--- config.mk ---
export PLATFORM = sky130hd
export DESIGN_NAME = frame_wr_scheduler_flat
export DESIGN_NICKNAME = d
export VERILOG_FILES = /design/src/rtl/vid_mem_pkg.sv /design/src/rtl/frame_wr_scheduler_if.sv /design/src/rtl/frame_wr_scheduler_pix_fifo.sv /design/src/rtl/frame_wr_scheduler.sv /design/src/flat_wrapper.sv
export SDC_FILE = /design/constraint.sdc
export NUM_CORES = 1
export LEC_CHECK = 0
export CAP_MARGIN = 20
export CORE_UTILIZATION = 25
export DETAILED_ROUTE_END_ITERATION = 16
export GPL_TIMING_DRIVEN = 0
export PLACE_DENSITY = 0.51
export SYNTH_ARGS = -nofsm -noshare
export SYNTH_HDL_FRONTEND = slang
export SYNTH_SLANG_ARGS = --single-unit
--- constraint.sdc ---
create_clock -name clk -period 4.2 [get_ports clk]
set_clock_uncertainty 0.15 [all_clocks]
set_input_delay 0.42 -clock clk [delete_from_list [all_inputs] [get_ports clk]]
set_output_delay 0.42 -clock clk [all_outputs]
set_load 0.02 [all_outputs]
--- src/rtl/vid_mem_pkg.sv ---
// Shared definitions for the video-to-memory write path: scheduler states,
// default geometry and the width helper used to size length/count fields.
package vid_mem_pkg;

   localparam int DEF_BURST_LEN = 16;
   localparam int DEF_ADDR_W    = 20;

   typedef enum logic [1:0] {
      ST_IDLE = 2'd0,
      ST_REQ  = 2'd1,
      ST_DATA = 2'd2,
      ST_DONE = 2'd3
   } wr_state_e;

   function automatic int clog2(input int value);
      int result;
      int rem;
      result = 0;
      rem    = value - 1;
      while (rem > 0) begin
         result = result + 1;
         rem    = rem >> 1;
      end
      return result;
   endfunction

endpackage

--- src/rtl/frame_wr_scheduler_if.sv ---
// Memory-controller write port: one request/ack handshake per burst followed
// by an unthrottled run of data beats.
interface frame_wr_scheduler_if
   import vid_mem_pkg::*;
#(
   parameter int DATA_W = 8,
   parameter int ADDR_W = DEF_ADDR_W,
   parameter int LEN_W  = clog2(DEF_BURST_LEN) + 1
);

   logic              mem_req;
   logic              mem_ack;
   logic [ADDR_W-1:0] mem_addr;
   logic [LEN_W-1:0]  mem_len;
   logic              mem_wvalid;
   logic [DATA_W-1:0] mem_wdata;

   modport master (
      output mem_req, mem_addr, mem_len, mem_wvalid, mem_wdata,
      input  mem_ack
   );

   modport slave (
      input  mem_req, mem_addr, mem_len, mem_wvalid, mem_wdata,
      output mem_ack
   );

endinterface

--- src/rtl/frame_wr_scheduler_pix_fifo.sv ---
// Pixel buffer between the timing source and the burst engine; read data is
// registered so a pop at edge t presents the word right after edge t.
module pix_fifo
   import vid_mem_pkg::*;
#(
   parameter int DATA_W = 8,
   parameter int DEPTH  = 64
)(
   input  logic                    clk,
   input  logic                    rstb,
   input  logic                    push,
   input  logic                    pop,
   input  logic [DATA_W-1:0]       din,
   output logic [DATA_W-1:0]       dout,
   output logic [clog2(DEPTH):0]   count,
   output logic                    full,
   output logic                    empty
);

   localparam int PTR_W = clog2(DEPTH);
   localparam int CNT_W = PTR_W + 1;

   logic [DATA_W-1:0] mem_r [DEPTH];
   logic [PTR_W-1:0]  wr_ptr_r;
   logic [PTR_W-1:0]  rd_ptr_r;
   logic [CNT_W-1:0]  count_r;
   logic              push_ok_s;
   logic              pop_ok_s;

   assign full      = (count_r == CNT_W'(DEPTH));
   assign empty     = (count_r == {CNT_W{1'b0}});
   assign count     = count_r;
   assign push_ok_s = push & ~full;
   assign pop_ok_s  = pop & ~empty;

   // Storage array write port
   always_ff @(posedge clk) begin
      if (push_ok_s) begin
         mem_r[wr_ptr_r] <= din;
      end
   end

   // Pointers, occupancy and registered read data
   always_ff @(posedge clk or negedge rstb) begin
      if (!rstb) begin
         wr_ptr_r <= {PTR_W{1'b0}};
         rd_ptr_r <= {PTR_W{1'b0}};
         count_r  <= {CNT_W{1'b0}};
         dout     <= {DATA_W{1'b0}};
      end else begin
         if (push_ok_s) begin
            wr_ptr_r <= wr_ptr_r + PTR_W'(1);
         end
         if (pop_ok_s) begin
            rd_ptr_r <= rd_ptr_r + PTR_W'(1);
            dout     <= mem_r[rd_ptr_r];
         end
         case ({push_ok_s, pop_ok_s})
            2'b10:   count_r <= count_r + CNT_W'(1);
            2'b01:   count_r <= count_r - CNT_W'(1);
            default: count_r <= count_r;
         endcase
      end
   end

endmodule

--- src/rtl/frame_wr_scheduler.sv ---
// Packs active pixels into fixed-length write bursts and ping-pongs between two
// frame buffers so a reader can consume the previous frame.
module frame_wr_scheduler
   import vid_mem_pkg::*;
#(
   parameter int                DATA_W     = 8,
   parameter int                ADDR_W     = DEF_ADDR_W,
   parameter int                BURST_LEN  = DEF_BURST_LEN,
   parameter int                FIFO_DEPTH = 64,
   parameter logic [ADDR_W-1:0] BASE0      = ADDR_W'(32'h0000_0000),
   parameter logic [ADDR_W-1:0] BASE1      = ADDR_W'(32'h0008_0000)
)(
   input  logic                 clk,
   input  logic                 rstb,
   input  logic                 hav,
   input  logic                 vav,
   input  logic [DATA_W-1:0]    pix_data,
   frame_wr_scheduler_if.master mem,
   output logic                 buf_sel,
   output logic                 frame_done,
   output logic                 overflow
);

   localparam int               LEN_W       = clog2(BURST_LEN) + 1;
   localparam int               CNT_W       = clog2(FIFO_DEPTH) + 1;
   localparam logic [CNT_W-1:0] BURST_CNT   = CNT_W'(BURST_LEN);
   localparam logic [LEN_W-1:0] BURST_LEN_V = LEN_W'(BURST_LEN);

   wr_state_e         state_r;
   logic              vav_r;
   logic              pending_end_r;
   logic [ADDR_W-1:0] offset_r;
   logic [LEN_W-1:0]  beats_left_r;

   logic              push_s;
   logic              pop_s;
   logic              full_s;
   logic              empty_s;
   logic              vav_fall_s;
   logic              full_burst_s;
   logic              burst_ready_s;
   logic [CNT_W-1:0]  count_s;
   logic [LEN_W-1:0]  next_len_s;
   logic [DATA_W-1:0] wdata_s;

   // Once the frame end is seen, the source is frozen out until hand-over.
   assign push_s        = hav & vav & ~full_s & ~pending_end_r;
   assign vav_fall_s    = vav_r & ~vav;
   assign full_burst_s  = (count_s >= BURST_CNT);
   assign burst_ready_s = full_burst_s | (pending_end_r & ~empty_s);
   assign next_len_s    = full_burst_s ? BURST_LEN_V : count_s[LEN_W-1:0];
   assign mem.mem_wdata = wdata_s;

   // FIFO read strobe: first word on ack, remaining words during DATA
   always_comb begin
      pop_s = 1'b0;
      case (state_r)
         ST_REQ:  pop_s = mem.mem_ack;
         ST_DATA: pop_s = (beats_left_r != {LEN_W{1'b0}});
         default: pop_s = 1'b0;
      endcase
   end

   pix_fifo #(
      .DATA_W (DATA_W),
      .DEPTH  (FIFO_DEPTH)
   ) u_pix_fifo (
      .clk   (clk),
      .rstb  (rstb),
      .push  (push_s),
      .pop   (pop_s),
      .din   (pix_data),
      .dout  (wdata_s),
      .count (count_s),
      .full  (full_s),
      .empty (empty_s)
   );

   // Frame-end edge history and sticky dropped-pixel flag
   always_ff @(posedge clk or negedge rstb) begin
      if (!rstb) begin
         vav_r    <= 1'b0;
         overflow <= 1'b0;
      end else begin
         vav_r <= vav;
         if (hav & vav & ~push_s) begin
            overflow <= 1'b1;
         end
      end
   end

   // Burst sequencing: request, data beats, frame hand-over
   always_ff @(posedge clk or negedge rstb) begin
      if (!rstb) begin
         state_r        <= ST_IDLE;
         pending_end_r  <= 1'b0;
         offset_r       <= {ADDR_W{1'b0}};
         beats_left_r   <= {LEN_W{1'b0}};
         mem.mem_req    <= 1'b0;
         mem.mem_addr   <= {ADDR_W{1'b0}};
         mem.mem_len    <= {LEN_W{1'b0}};
         mem.mem_wvalid <= 1'b0;
         buf_sel        <= 1'b0;
         frame_done     <= 1'b0;
      end else begin
         frame_done <= 1'b0;
         if (vav_fall_s) begin
            pending_end_r <= 1'b1;
         end
         case (state_r)
            ST_IDLE: begin
               // A full burst always wins over closing the frame.
               if (burst_ready_s) begin
                  state_r      <= ST_REQ;
                  mem.mem_req  <= 1'b1;
                  mem.mem_addr <= (buf_sel ? BASE1 : BASE0) + offset_r;
                  mem.mem_len  <= next_len_s;
               end else if (pending_end_r) begin
                  state_r       <= ST_DONE;
                  frame_done    <= 1'b1;
                  buf_sel       <= ~buf_sel;
                  offset_r      <= {ADDR_W{1'b0}};
                  pending_end_r <= 1'b0;
               end
            end
            ST_REQ: begin
               if (mem.mem_ack) begin
                  state_r        <= ST_DATA;
                  mem.mem_req    <= 1'b0;
                  mem.mem_wvalid <= 1'b1;
                  beats_left_r   <= mem.mem_len - LEN_W'(1);
               end
            end
            ST_DATA: begin
               if (beats_left_r == {LEN_W{1'b0}}) begin
                  state_r        <= ST_IDLE;
                  mem.mem_wvalid <= 1'b0;
                  offset_r       <= offset_r + ADDR_W'(mem.mem_len);
               end else begin
                  beats_left_r <= beats_left_r - LEN_W'(1);
               end
            end
            ST_DONE: state_r <= ST_IDLE;
            default: state_r <= ST_IDLE;
         endcase
      end
   end

endmodule

--- src/flat_wrapper.sv ---
// flat-port wrapper written by rule: the top's interface ports become plain ports
module frame_wr_scheduler_flat import vid_mem_pkg::*;
#(
   parameter int                DATA_W     = 8,
   parameter int                ADDR_W     = DEF_ADDR_W,
   parameter int                BURST_LEN  = DEF_BURST_LEN,
   parameter int                FIFO_DEPTH = 64,
   parameter logic [ADDR_W-1:0] BASE0      = ADDR_W'(32'h0000_0000),
   parameter logic [ADDR_W-1:0] BASE1      = ADDR_W'(32'h0008_0000)
)
  (clk, rstb, hav, vav, pix_data, buf_sel, frame_done, overflow, mem_mem_req, mem_mem_addr, mem_mem_len, mem_mem_wvalid, mem_mem_wdata, mem_mem_ack);
  frame_wr_scheduler_if #(.DATA_W(DATA_W), .ADDR_W(ADDR_W), .LEN_W(5)) mem_i ();
  input  logic clk;
  input  logic rstb;
  input  logic hav;
  input  logic vav;
  input  logic [DATA_W-1:0] pix_data;
  output logic buf_sel;
  output logic frame_done;
  output logic overflow;
  output wire logic [$bits(mem_i.mem_req)-1:0] mem_mem_req;
  output wire logic [$bits(mem_i.mem_addr)-1:0] mem_mem_addr;
  output wire logic [$bits(mem_i.mem_len)-1:0] mem_mem_len;
  output wire logic [$bits(mem_i.mem_wvalid)-1:0] mem_mem_wvalid;
  output wire logic [$bits(mem_i.mem_wdata)-1:0] mem_mem_wdata;
  input wire logic [$bits(mem_i.mem_ack)-1:0] mem_mem_ack;
  assign mem_mem_req = mem_i.mem_req;
  assign mem_mem_addr = mem_i.mem_addr;
  assign mem_mem_len = mem_i.mem_len;
  assign mem_mem_wvalid = mem_i.mem_wvalid;
  assign mem_mem_wdata = mem_i.mem_wdata;
  assign mem_i.mem_ack = mem_mem_ack;
  frame_wr_scheduler #(.DATA_W(DATA_W), .ADDR_W(ADDR_W), .BURST_LEN(BURST_LEN), .FIFO_DEPTH(FIFO_DEPTH), .BASE0(BASE0), .BASE1(BASE1)) u_core (.clk(clk), .rstb(rstb), .hav(hav), .vav(vav), .pix_data(pix_data), .mem(mem_i), .buf_sel(buf_sel), .frame_done(frame_done), .overflow(overflow));
endmodule
==> impl_metrics.toml, run 1 <==
[status]
status = "finished clean"

[drt]
avgRoutedWirePerCell_um = 21.5
viasPerCell = 4.58
firstDrtPassIters = 5
ant_nets = 0
drtIter0Drc = 1257
drc = 0
vias = 12700
drt-total-wl_um = 59600

[placed_design]
dpl.hpwl_um = 39900
gp_congestion = 0.843
post-place-ws_ns = -0.603
io_buffers = 50

[sta]
setup_violations = 0
period_needed_ns = 3.99
max_freq_ghz = 0.251
relSlewSlack_pct = 27.1
hold_viol = 0
holdWs_ns = 0.0482
worst_pin_slew_ns = 1.09
rsz0062_at_grt = "false"
finalWorstSetupSlack_ns = 0.213
fin_crit_sh_pct = 94.9
final_max_slew_viol_count = 0

[setup_path]
path_max_fanout = 7
worstReg2RegStart = "u_core.beats_left_r[1]"
critical-path-top-delay-family = "simple AND/OR/NAND/NOR gates"
path_class = "flip-flop to flip-flop"
required_ns = 4.61
cpMaxStageDelayCell = "or4_1"
cp_num_buf_inv = 1
endpoint_kind = "flip-flop"
critical-path-max-stage-delay_ns = 0.63
cp_data_arrival_time_ns = 4.39
startpoint_type = "flip-flop"
cp-startpoint = "u_core.beats_left_r[1]"
worstPathCellList = "or4_1, o21ai_4, a21o_2, inv_1, ha_1, ha_1, nor2b_1, o21ai_0, a21boi_0, or4_1, nand3_1, xor2_1"

[cells_and_area]
diodes = 0
fin_nets = 1484
syn2layout_area_growth_pct = 17.9
finalCoreUtilization_pct = 29.7
drive_gt1_share_pct = 18.6

[pwr]
ir_worst_vdd_uv = 386
pwr_density_cell_nw_per_um2 = 627
p_leak_nw = 9.22

[grt]
grt_first_pass_wirelength_um = 88300
gr-usage-met2_pct = 19.6
grt_use_met1_pct = 16.7
grt-busiest-layer = "met2"
gr-total-overflow = 0
grt_use_met3_pct = 2.60
groute.usage.overall_pct = 12.2
first_global_vias = 13000
grt_max_degree = 54
antenna_found_initial = 0

[synth]
ys_ff_latch = 598
avgSynthCellArea_um2 = 18.0
ys.flop_type = "edfxtp_1"
ys_seq_area_share_pct = 73.2
synth_edf_count = 512
syn_area_um2 = 23900
synth_most_common_cell = "edfxtp_1"
yosysWarnings = 0
syn_nets = 1359
async_reset_ff_share_pct = 14.4
postSynthCellCount = 1326
synth_top_area_share_pct = 64.3
ys_top_cells_by_count = "edfxtp_1 (512), mux4_2 (104), nor2_1 (91), dfrtp_1 (86), nand2_1 (59)"
ys_types = 62
synthTopCellsByArea = "edfxtp_1 (64%), mux4_2 (9.8%), dfrtp_1 (9.0%), mux2i_1 (2.3%), nor2_1 (1.4%)"
synth_top_cell_by_area = "edfxtp_1"

[cts]
clock_latency_ns = 0.67
cts_tree = "done"
clk_pin_slew_ns = 0.06
h-tree-depth = 2
post_cts_buffers = 0
numCtsBuffers = 61
cts_num_sinks = 598
root_buffer = "clkbuf_16"
cts_buffer_depth = 3

[worst_hold_path]
hold_path_class = "primary input to flip-flop"
hold_start = "pix_data[3]"

[job]
cap_violations = 0

[floorplanning]
core_um2 = 94900
die-area_um2 = 97000
dieHeight_um = 311
num_rows = 113
ios = 51
die_w_um = 311
start_util_pct = 25.2
-- layout by cell type (no fill, tap or decap), drive strengths merged, types with 7 or more instances in the layout --
cell / Yosys / final
nor3: 8 / 8
nand3: 21 / 21
clkdlybuf4s50: 0 / 41
a22oi: 20 / 20
a21oi: 34 / 34
mux2i: 55 / 55
o221ai: 12 / 12
xnor2: 20 / 20
o21ai: 28 / 28
nand3b: 8 / 8
a211oi: 13 / 13
edfxtp: 512 / 512
dfrtp: 86 / 86
xor2: 15 / 15
nor4: 11 / 11
a22o: 10 / 10
clkbuf: 38 / 115
a211o: 7 / 7
o31ai: 7 / 7
bufinv: 0 / 7
clkinv: 0 / 31
o22ai: 12 / 12
nand2: 59 / 59
inv: 14 / 14
nor2: 94 / 94
mux2: 26 / 26
ha: 18 / 18
buf: 34 / 53
mux4: 104 / 104
a221o: 8 / 8
-- area by class of cell --
type	count	area (um^2)
plain buffers	72	309
clock buffers	77	1600
clock inverters	38	432
fillers	9220	66700
inverters	14	52.6
multi-input cells	642	6050
flip-flops and latches	598	17500
well taps	1265	1580
repair buffers	62	671
-- metal layers --
metal  part of all wire [%]  routed length, um
met1                     45              26500
met2                     47              28100
met3                    6.1               3630
met4                    2.2               1310
met5                      0                  0
-- final timing paths --
kind / to / slack (ns) / cells past startpoint
setup / recovery: u_core.u_pix_fifo.count[6] / 0.21 / 12
hold / removal: u_core.u_pix_fifo.mem_r[17][3] / 0.05 / 1
setup reg to reg: u_core.u_pix_fifo.count[6] / 0.21 / 12
hold reg to reg: u_core.mem.mem_addr[19] / 0.33 / 2
max in group asynchronous: u_core.u_pix_fifo.wr_ptr_r[5] / 3.07 / 3
min in group asynchronous: u_core.mem.mem_addr[1] / 0.15 / 2
-- registers in the layout (all words and copies together), names as in the netlist --
signal,cells
u_core.mem.mem_req,1
u_core.u_pix_fifo.rd_ptr_r,6
u_core.pending_end_r,1
u_core.mem.mem_len,5
u_core.u_pix_fifo.dout,8
u_core.frame_done,1
u_core.u_pix_fifo.mem_r,512
u_core.u_pix_fifo.count,7
u_core.beats_left_r,5
u_core.overflow,1
u_core.mem.mem_addr,20
u_core.state_r,2
u_core.offset_r,20
u_core.u_pix_fifo.wr_ptr_r,6
u_core.buf_sel,1
u_core.vav_r,1
u_core.mem.mem_wvalid,1
-- worst reg2reg max path, stage by stage (launching register included) --
cell	delay [ns]
dfrtp_1	0.39
or4_1	0.63
o21ai_4	0.29
a21o_2	0.27
inv_1	0.20
ha_1	0.35
ha_1	0.36
nor2b_1	0.14
o21ai_0	0.21
a21boi_0	0.18
or4_1	0.50
nand3_1	0.11
xor2_1	0.14
-- kinds of logic (layout without fill, tap and decap cells) --
| group | count (synthesis) | in the layout | share of synthesized area [%] |
|---|---|---|---|
| AND/OR/NAND/NOR | 235 | 235 | 4.67 |
| flip-flops | 598 | 598 | 73.2 |
| multiplexers | 185 | 185 | 13.3 |
| adder cells (fa/ha/maj) | 20 | 20 | 1.11 |
| AO/OA/AOI/OAI | 167 | 167 | 4.87 |
| buffers and inverters | 86 | 263 | 1.51 |
| XOR/XNOR | 35 | 35 | 1.28 |
-- power breakdown --
group | internal, mW | leakage [nW] | switching, mW
sequential | 6.69 | 5.71 | 0.249
clock | 3.14 | 0.989 | 2.32
combinational | 2.15 | 2.52 | 3.14
total | 12.0 | 9.22 | 5.71
-- through the flow --
stage	instance area, um^2	power (mW)	TNS [ns]	std cells
final	28200	17.7	0	2768
after detailed placement	26200	12.4	-169.34	2650
after global routing	28200	18.5	0	2768
after global placement	26000	12.3	-216.97	2641
after CTS	28200	17.8	-0.164	2767
after floorplan	23900	10.5	0	1326
-- repair_timing --
item                       in CTS  in global routing
hold endpoints to repair       48                  0
setup endpoints to repair      16                  1
resized for setup               0                  2
hold buffers                    2                  0
(Power assumes the default switching activity.)
==> run 2: changes to the inputs <==
--- a/config.mk
+++ b/config.mk
@@ -10,6 +10,7 @@
 export DETAILED_ROUTE_END_ITERATION = 16
 export GPL_TIMING_DRIVEN = 0
 export PLACE_DENSITY = 0.51
+export SETUP_SLACK_MARGIN = 0.05
 export SYNTH_ARGS = -nofsm -noshare
 export SYNTH_HDL_FRONTEND = slang
 export SYNTH_SLANG_ARGS = --single-unit
==> constraint.sdc (replaced) <==
create_clock -name clk -period 4.5 [get_ports clk]
set_clock_uncertainty 0.15 [all_clocks]
set_input_delay 0.45 -clock clk [delete_from_list [all_inputs] [get_ports clk]]
set_output_delay 0.45 -clock clk [all_outputs]
set_load 0.02 [all_outputs]
==> run 2 against run 1 <==
  * Via count rose by 0.41%
  * First-iteration DRC count fell by 6.4%
  * Die area did not move
  * Register-to-register slack improved by 0.12 ns
  * Highest routed layer unchanged
==> impl_metrics.toml, run 2 (synthesized netlist as in run 1, its figures left out) <==
[cts]
root_buffer = "clkbuf_16"
numCtsBuffers = 61
h-tree-depth = 2
clk_pin_slew_ns = 0.06
cts_buffer_depth = 3
post_cts_buffers = 0
ctsResizeCount = 0
clock_latency_ns = 0.67
cts_num_sinks = 598
cts_tree = "done"

[setup_path]
cp_num_buf_inv = 1
endpoint_kind = "flip-flop"
worstPathCellList = "or4_1, o21ai_2, a21o_1, inv_1, ha_1, ha_1, nor2b_1, o21ai_0, a21boi_0, or4_1, nand3_1, xor2_1"
critical-path-top-delay-family = "simple AND/OR/NAND/NOR gates"
startpoint_type = "flip-flop"
rr_worst_depth = 12
r2r-end = "u_core.u_pix_fifo.count[6]"
required_ns = 4.90
critical-path-max-stage-delay_ns = 0.62
cp.depth = 12
path_max_fanout = 7
cp_data_arrival_time_ns = 4.57
critPathCapture = "u_core.u_pix_fifo.count[6]"
path_class = "flip-flop to flip-flop"
worstReg2RegStart = "u_core.beats_left_r[1]"
cpMaxStageDelayCell = "or4_1"
ff2ff_setup_slack_ns = 0.33
cp-startpoint = "u_core.beats_left_r[1]"

[sta]
setup_violations = 0
rsz0062_at_grt = "false"
worst_pin_slew_ns = 1.06
max_freq_ghz = 0.240
fin_crit_sh_pct = 92.7
final_max_slew_viol_count = 0
relSlewSlack_pct = 28.7
hold_viol = 0
period_needed_ns = 4.17
tns_ns = 0

[pwr]
p_leak_nw = 9.21
ir_worst_vdd_uv = 360
design_power_total_mw = 16.5
pwr_density_cell_nw_per_um2 = 585

[worst_hold_path]
hold_path_class = "primary input to flip-flop"

[drt]
firstDrtPassIters = 5
drc = 0
avgRoutedWirePerCell_um = 21.5
drtIter0Drc = 1177
vias = 12700
drt-total-wl_um = 59600
viasPerCell = 4.60
ant_nets = 0

[floorplanning]
start_util_pct = 25.2
ios = 51
die-area_um2 = 97000
core_um2 = 94900
die_w_um = 311
num_rows = 113
dieHeight_um = 311

[cells_and_area]
syn2layout_area_growth_pct = 17.9
nFillCells = 9219
diodes = 0
reg.largest.list = "u_core.u_pix_fifo.mem_r (512), u_core.mem.mem_addr (20), u_core.offset_r (20)"
instances_no_fill = 2767
layout.cells.most_common_list = "edfxtp_1 (512), mux4_2 (104), nor2_1 (91), dfrtp_1 (86), clkbuf_16 (61)"
drive_gt1_share_pct = 18.6
mostFrequentLayoutCell = "edfxtp_1"
regMostFlops = "u_core.u_pix_fifo.mem_r"
fin_nets = 1483
largest_reg_flops = 512

[grt]
gr-total-overflow = 0
grt_max_degree = 54
antenna_found_initial = 0
first_global_vias = 13000
groute.usage.overall_pct = 12.2
grt_first_pass_wirelength_um = 88300

[placed_design]
gp_congestion = 0.843
dp_cells = 2650
dpl.hpwl_um = 39900
io_buffers = 50

[status]
status = "finished clean"

[job]
cap_violations = 0
==> run 2: changes by cell type in the layout (fill, tap and decap cells not counted), sizes merged <==
cell         previous run  this run
dlygate4sd3             2         1
==> run 2: layout make-up <==
class	count	area, um^2	share of cell area, %
clock buffer	77	1600	5.66
clock inverter	38	432	1.53
buffer	72	309	1.10
multi-input combinational	642	6040	21.4
tap	1265	1580	5.61
sequential	598	17500	62.2
inverter	14	52.6	0.186
timing repair buffer	61	661	2.34
==> run 2: worst min-delay path by stage <==
stage,from,to,cells past startpoint
after global routing,pix_data[5],u_core.u_pix_fifo.mem_r[51][5],1
after detailed placement,rstb,u_core.mem.mem_addr[2],1
after CTS,pix_data[5],u_core.u_pix_fifo.mem_r[51][5],1
after global placement,u_core.mem.mem_addr[19],u_core.mem.mem_addr[19],2
final,pix_data[5],u_core.u_pix_fifo.mem_r[51][5],1
after floorplan,rstb,u_core.beats_left_r[0],0
==> run 2: what timing repair did <==
action,in CTS,in global routing
hold endpoints to repair,35,0
hold buffers,1,0
endpoints found under the setup margin,0,0
==> run 2: where the power goes <==
| part | leakage, nW | total (mW) | switching [mW] | internal [mW] |
|---|---|---|---|---|
| Combinational | 2.51 | 4.93 | 2.93 | 2.00 |
| Clock | 0.989 | 5.09 | 2.17 | 2.93 |
| Sequential | 5.71 | 6.48 | 0.232 | 6.25 |
| Total | 9.21 | 16.5 | 5.33 | 11.2 |
==> run 2: metrics by stage <==
stage                     hold WS, ns  utilization (%)  setup slack [ns]  instance area, um^2
after floorplan               0.00441                -              1.13                23900
after global placement          0.319             27.4            -0.616                26000
after detailed placement        0.297             27.6            -0.333                26200
after CTS                      0.0134             29.7             0.284                28200
after global routing           0.0353             29.7             0.231                28200
final                          0.0453             29.7             0.330                28200
==> run 2: routing by layer <==
layer / vias up / track usage (%) / wire (um)
met5: - / 0 / 0
met4: 0 / 3.34 / 1370
met3: 86 / 2.60 / 3640
met2: 370 / 19.6 / 28100
met1: 6729 / 16.7 / 26500
li1: 5556 / - / -
==> run 3: changes to the inputs <==
--- a/config.mk
+++ b/config.mk
@@ -5,7 +5,6 @@
 export SDC_FILE = /design/constraint.sdc
 export NUM_CORES = 1
 export LEC_CHECK = 0
-export CAP_MARGIN = 20
 export CORE_UTILIZATION = 25
 export DETAILED_ROUTE_END_ITERATION = 16
 export GPL_TIMING_DRIVEN = 0
==> run 3 against run 2 <==
  * Largest power group unchanged
  * Count of clock-buffer cells in the layout increased by 10
  * Final cell count about the same
  * Critical endpoint unchanged
  * Clock power increased by 4.1%
  * Combinational power about the same
==> impl_metrics.toml, run 3 (synthesized netlist as in run 1, its figures left out) <==
[drt]
avgRoutedWirePerCell_um = 21.6
firstDrtPassIters = 5
viasPerCell = 4.60
vias = 12700
drc = 0
drtIter0Drc = 1311
ant_nets = 0
drt-total-wl_um = 59900

[grt]
grt_first_pass_wirelength_um = 89200
gr-total-overflow = 0
grt_max_degree = 54
groute.usage.overall_pct = 12.4
first_global_vias = 13200
antenna_found_initial = 0

[pwr]
seq_power_share_pct = 38.8
ir_worst_vdd_uv = 292
design_power_total_mw = 16.7
p_clk_share_pct = 31.7
comb_power_share_pct = 29.5
swShare_pct = 32.6
pwr_density_cell_nw_per_um2 = 590
p_int_mw = 11.3
p_leak_nw = 9.25
p_switching_mw = 5.44

[cells_and_area]
largest_reg_flops = 512
drive_gt1_share_pct = 18.8
finalCoreUtilization_pct = 29.9
reg.largest.list = "u_core.u_pix_fifo.mem_r (512), u_core.mem.mem_addr (20), u_core.offset_r (20)"
regMostFlops = "u_core.u_pix_fifo.mem_r"
fin_nets = 1487
mostFrequentLayoutCell = "edfxtp_1"
syn2layout_area_growth_pct = 18.4
layout.cells.most_common_list = "edfxtp_1 (512), mux4_2 (104), nor2_1 (90), dfrtp_1 (86), clkbuf_16 (67)"
diodes = 0
instances_no_fill = 2769

[floorplanning]
die-area_um2 = 97000
ios = 51
core_um2 = 94900
die_w_um = 311
num_rows = 113
dieHeight_um = 311
start_util_pct = 25.2

[sta]
final_max_slew_viol_count = 0
max_freq_ghz = 0.242
rsz0062_at_grt = "false"
worst_pin_slew_ns = 1.04
period_needed_ns = 4.13
fin_crit_sh_pct = 91.8
setup_violations = 0
tns_ns = 0
hold_viol = 0
relSlewSlack_pct = 30.1

[cts]
h-tree-depth = 3
clk_pin_slew_ns = 0.06
clock_latency_ns = 0.61
cts_buffer_depth = 3
cts_num_sinks = 598
root_buffer = "clkbuf_16"
numCtsBuffers = 66
cts_tree = "done"
post_cts_buffers = 0

[worst_hold_path]
hold_path_class = "primary input to flip-flop"
min_path_cells = 1
hold-path-endpoint = "u_core.u_pix_fifo.mem_r[51][5]"
hold_start = "pix_data[5]"

[setup_path]
r2r-end = "u_core.u_pix_fifo.count[6]"
path_class = "flip-flop to flip-flop"
path_max_fanout = 7
cp_data_arrival_time_ns = 4.51
rr_worst_depth = 12
ff2ff_setup_slack_ns = 0.37
worstReg2RegStart = "u_core.beats_left_r[1]"
startpoint_type = "flip-flop"
required_ns = 4.88
endpoint_kind = "flip-flop"

[status]
status = "finished clean"

[placed_design]
dp_cells = 2650
dpl.hpwl_um = 39900
io_buffers = 50
gp_congestion = 0.843

[job]
cap_violations = 0
[run 3: per-stage QoR]
step / setup slack, ns / hold slack, ns / cell area [um^2]
2_1_floorplan: 1.13 / 0.00441 / 23900
3_3_place_gp: -0.616 / 0.319 / 26000
3_5_place_dp: -0.366 / 0.298 / 26200
4_1_cts: 0.225 / 0.0611 / 28300
5_1_grt: 0.234 / 0.0796 / 28300
6_report: 0.371 / 0.0950 / 28300
[run 3: power groups by stage]
stage	logic (mW)	registers, mW	clock network, mW
finish	4.93	6.48	5.30
global placement	4.86	6.60	0
detailed placement	4.95	6.59	0
CTS	4.97	6.48	5.42
global route	5.30	6.51	5.63
floorplan	3.16	6.61	0
[run 3: worst max path at each step]
| stage | end | slack [ns] | start | cells past startpoint |
|---|---|---|---|---|
| finish | u_core.u_pix_fifo.count[6] | 0.37 | u_core.beats_left_r[1] | 12 |
| global route | u_core.u_pix_fifo.count[6] | 0.23 | u_core.beats_left_r[1] | 13 |
| CTS | u_core.u_pix_fifo.mem_r[33][6] | 0.22 | u_core.u_pix_fifo.count[0] | 6 |
| detailed placement | u_core.u_pix_fifo.mem_r[33][1] | -0.37 | vav | 7 |
| global placement | u_core.u_pix_fifo.dout[1] | -0.62 | rstb | 1 |
| floorplan | u_core.u_pix_fifo.count[6] | 1.13 | u_core.beats_left_r[1] | 12 |
[run 3: timing repair]
item                       in CTS  in global routing
resized for setup               0                  2
hold endpoints to repair       35                  0
hold buffers                    1                  0
setup endpoints to repair       0                 64
[run 3: final cells by class]
cell class	count	area, um^2
Fill cell	9232	66500
Sequential cell	598	17500
Multi-Input combinational cell	642	6050
Clock buffer	87	1790
Tap cell	1265	1580
Timing Repair Buffer	60	656
Clock inverter	31	359
Buffer	72	309
Inverter	14	52.6
[run 3: worst max-delay path: stages (launching register included)]
cell and delay, ns:
dfrtp_1 0.39, or4_1 0.61, o21ai_2 0.36, a21o_1 0.33
inv_1 0.23, ha_1 0.35, ha_1 0.36, nor2b_1 0.14
o21ai_0 0.20, a21boi_0 0.18, or4_1 0.50, nand3_1 0.11
xor2_1 0.14
[run 3: per-layer routing]
metal | vias to the layer above | routed length (um) | track usage (%)
met5 | - | 0 | 0
met4 | 0 | 1330 | 3.18
met3 | 90 | 3470 | 2.68
met2 | 387 | 28600 | 19.8
met1 | 6696 | 26500 | 17.0
li1 | 5569 | - | -
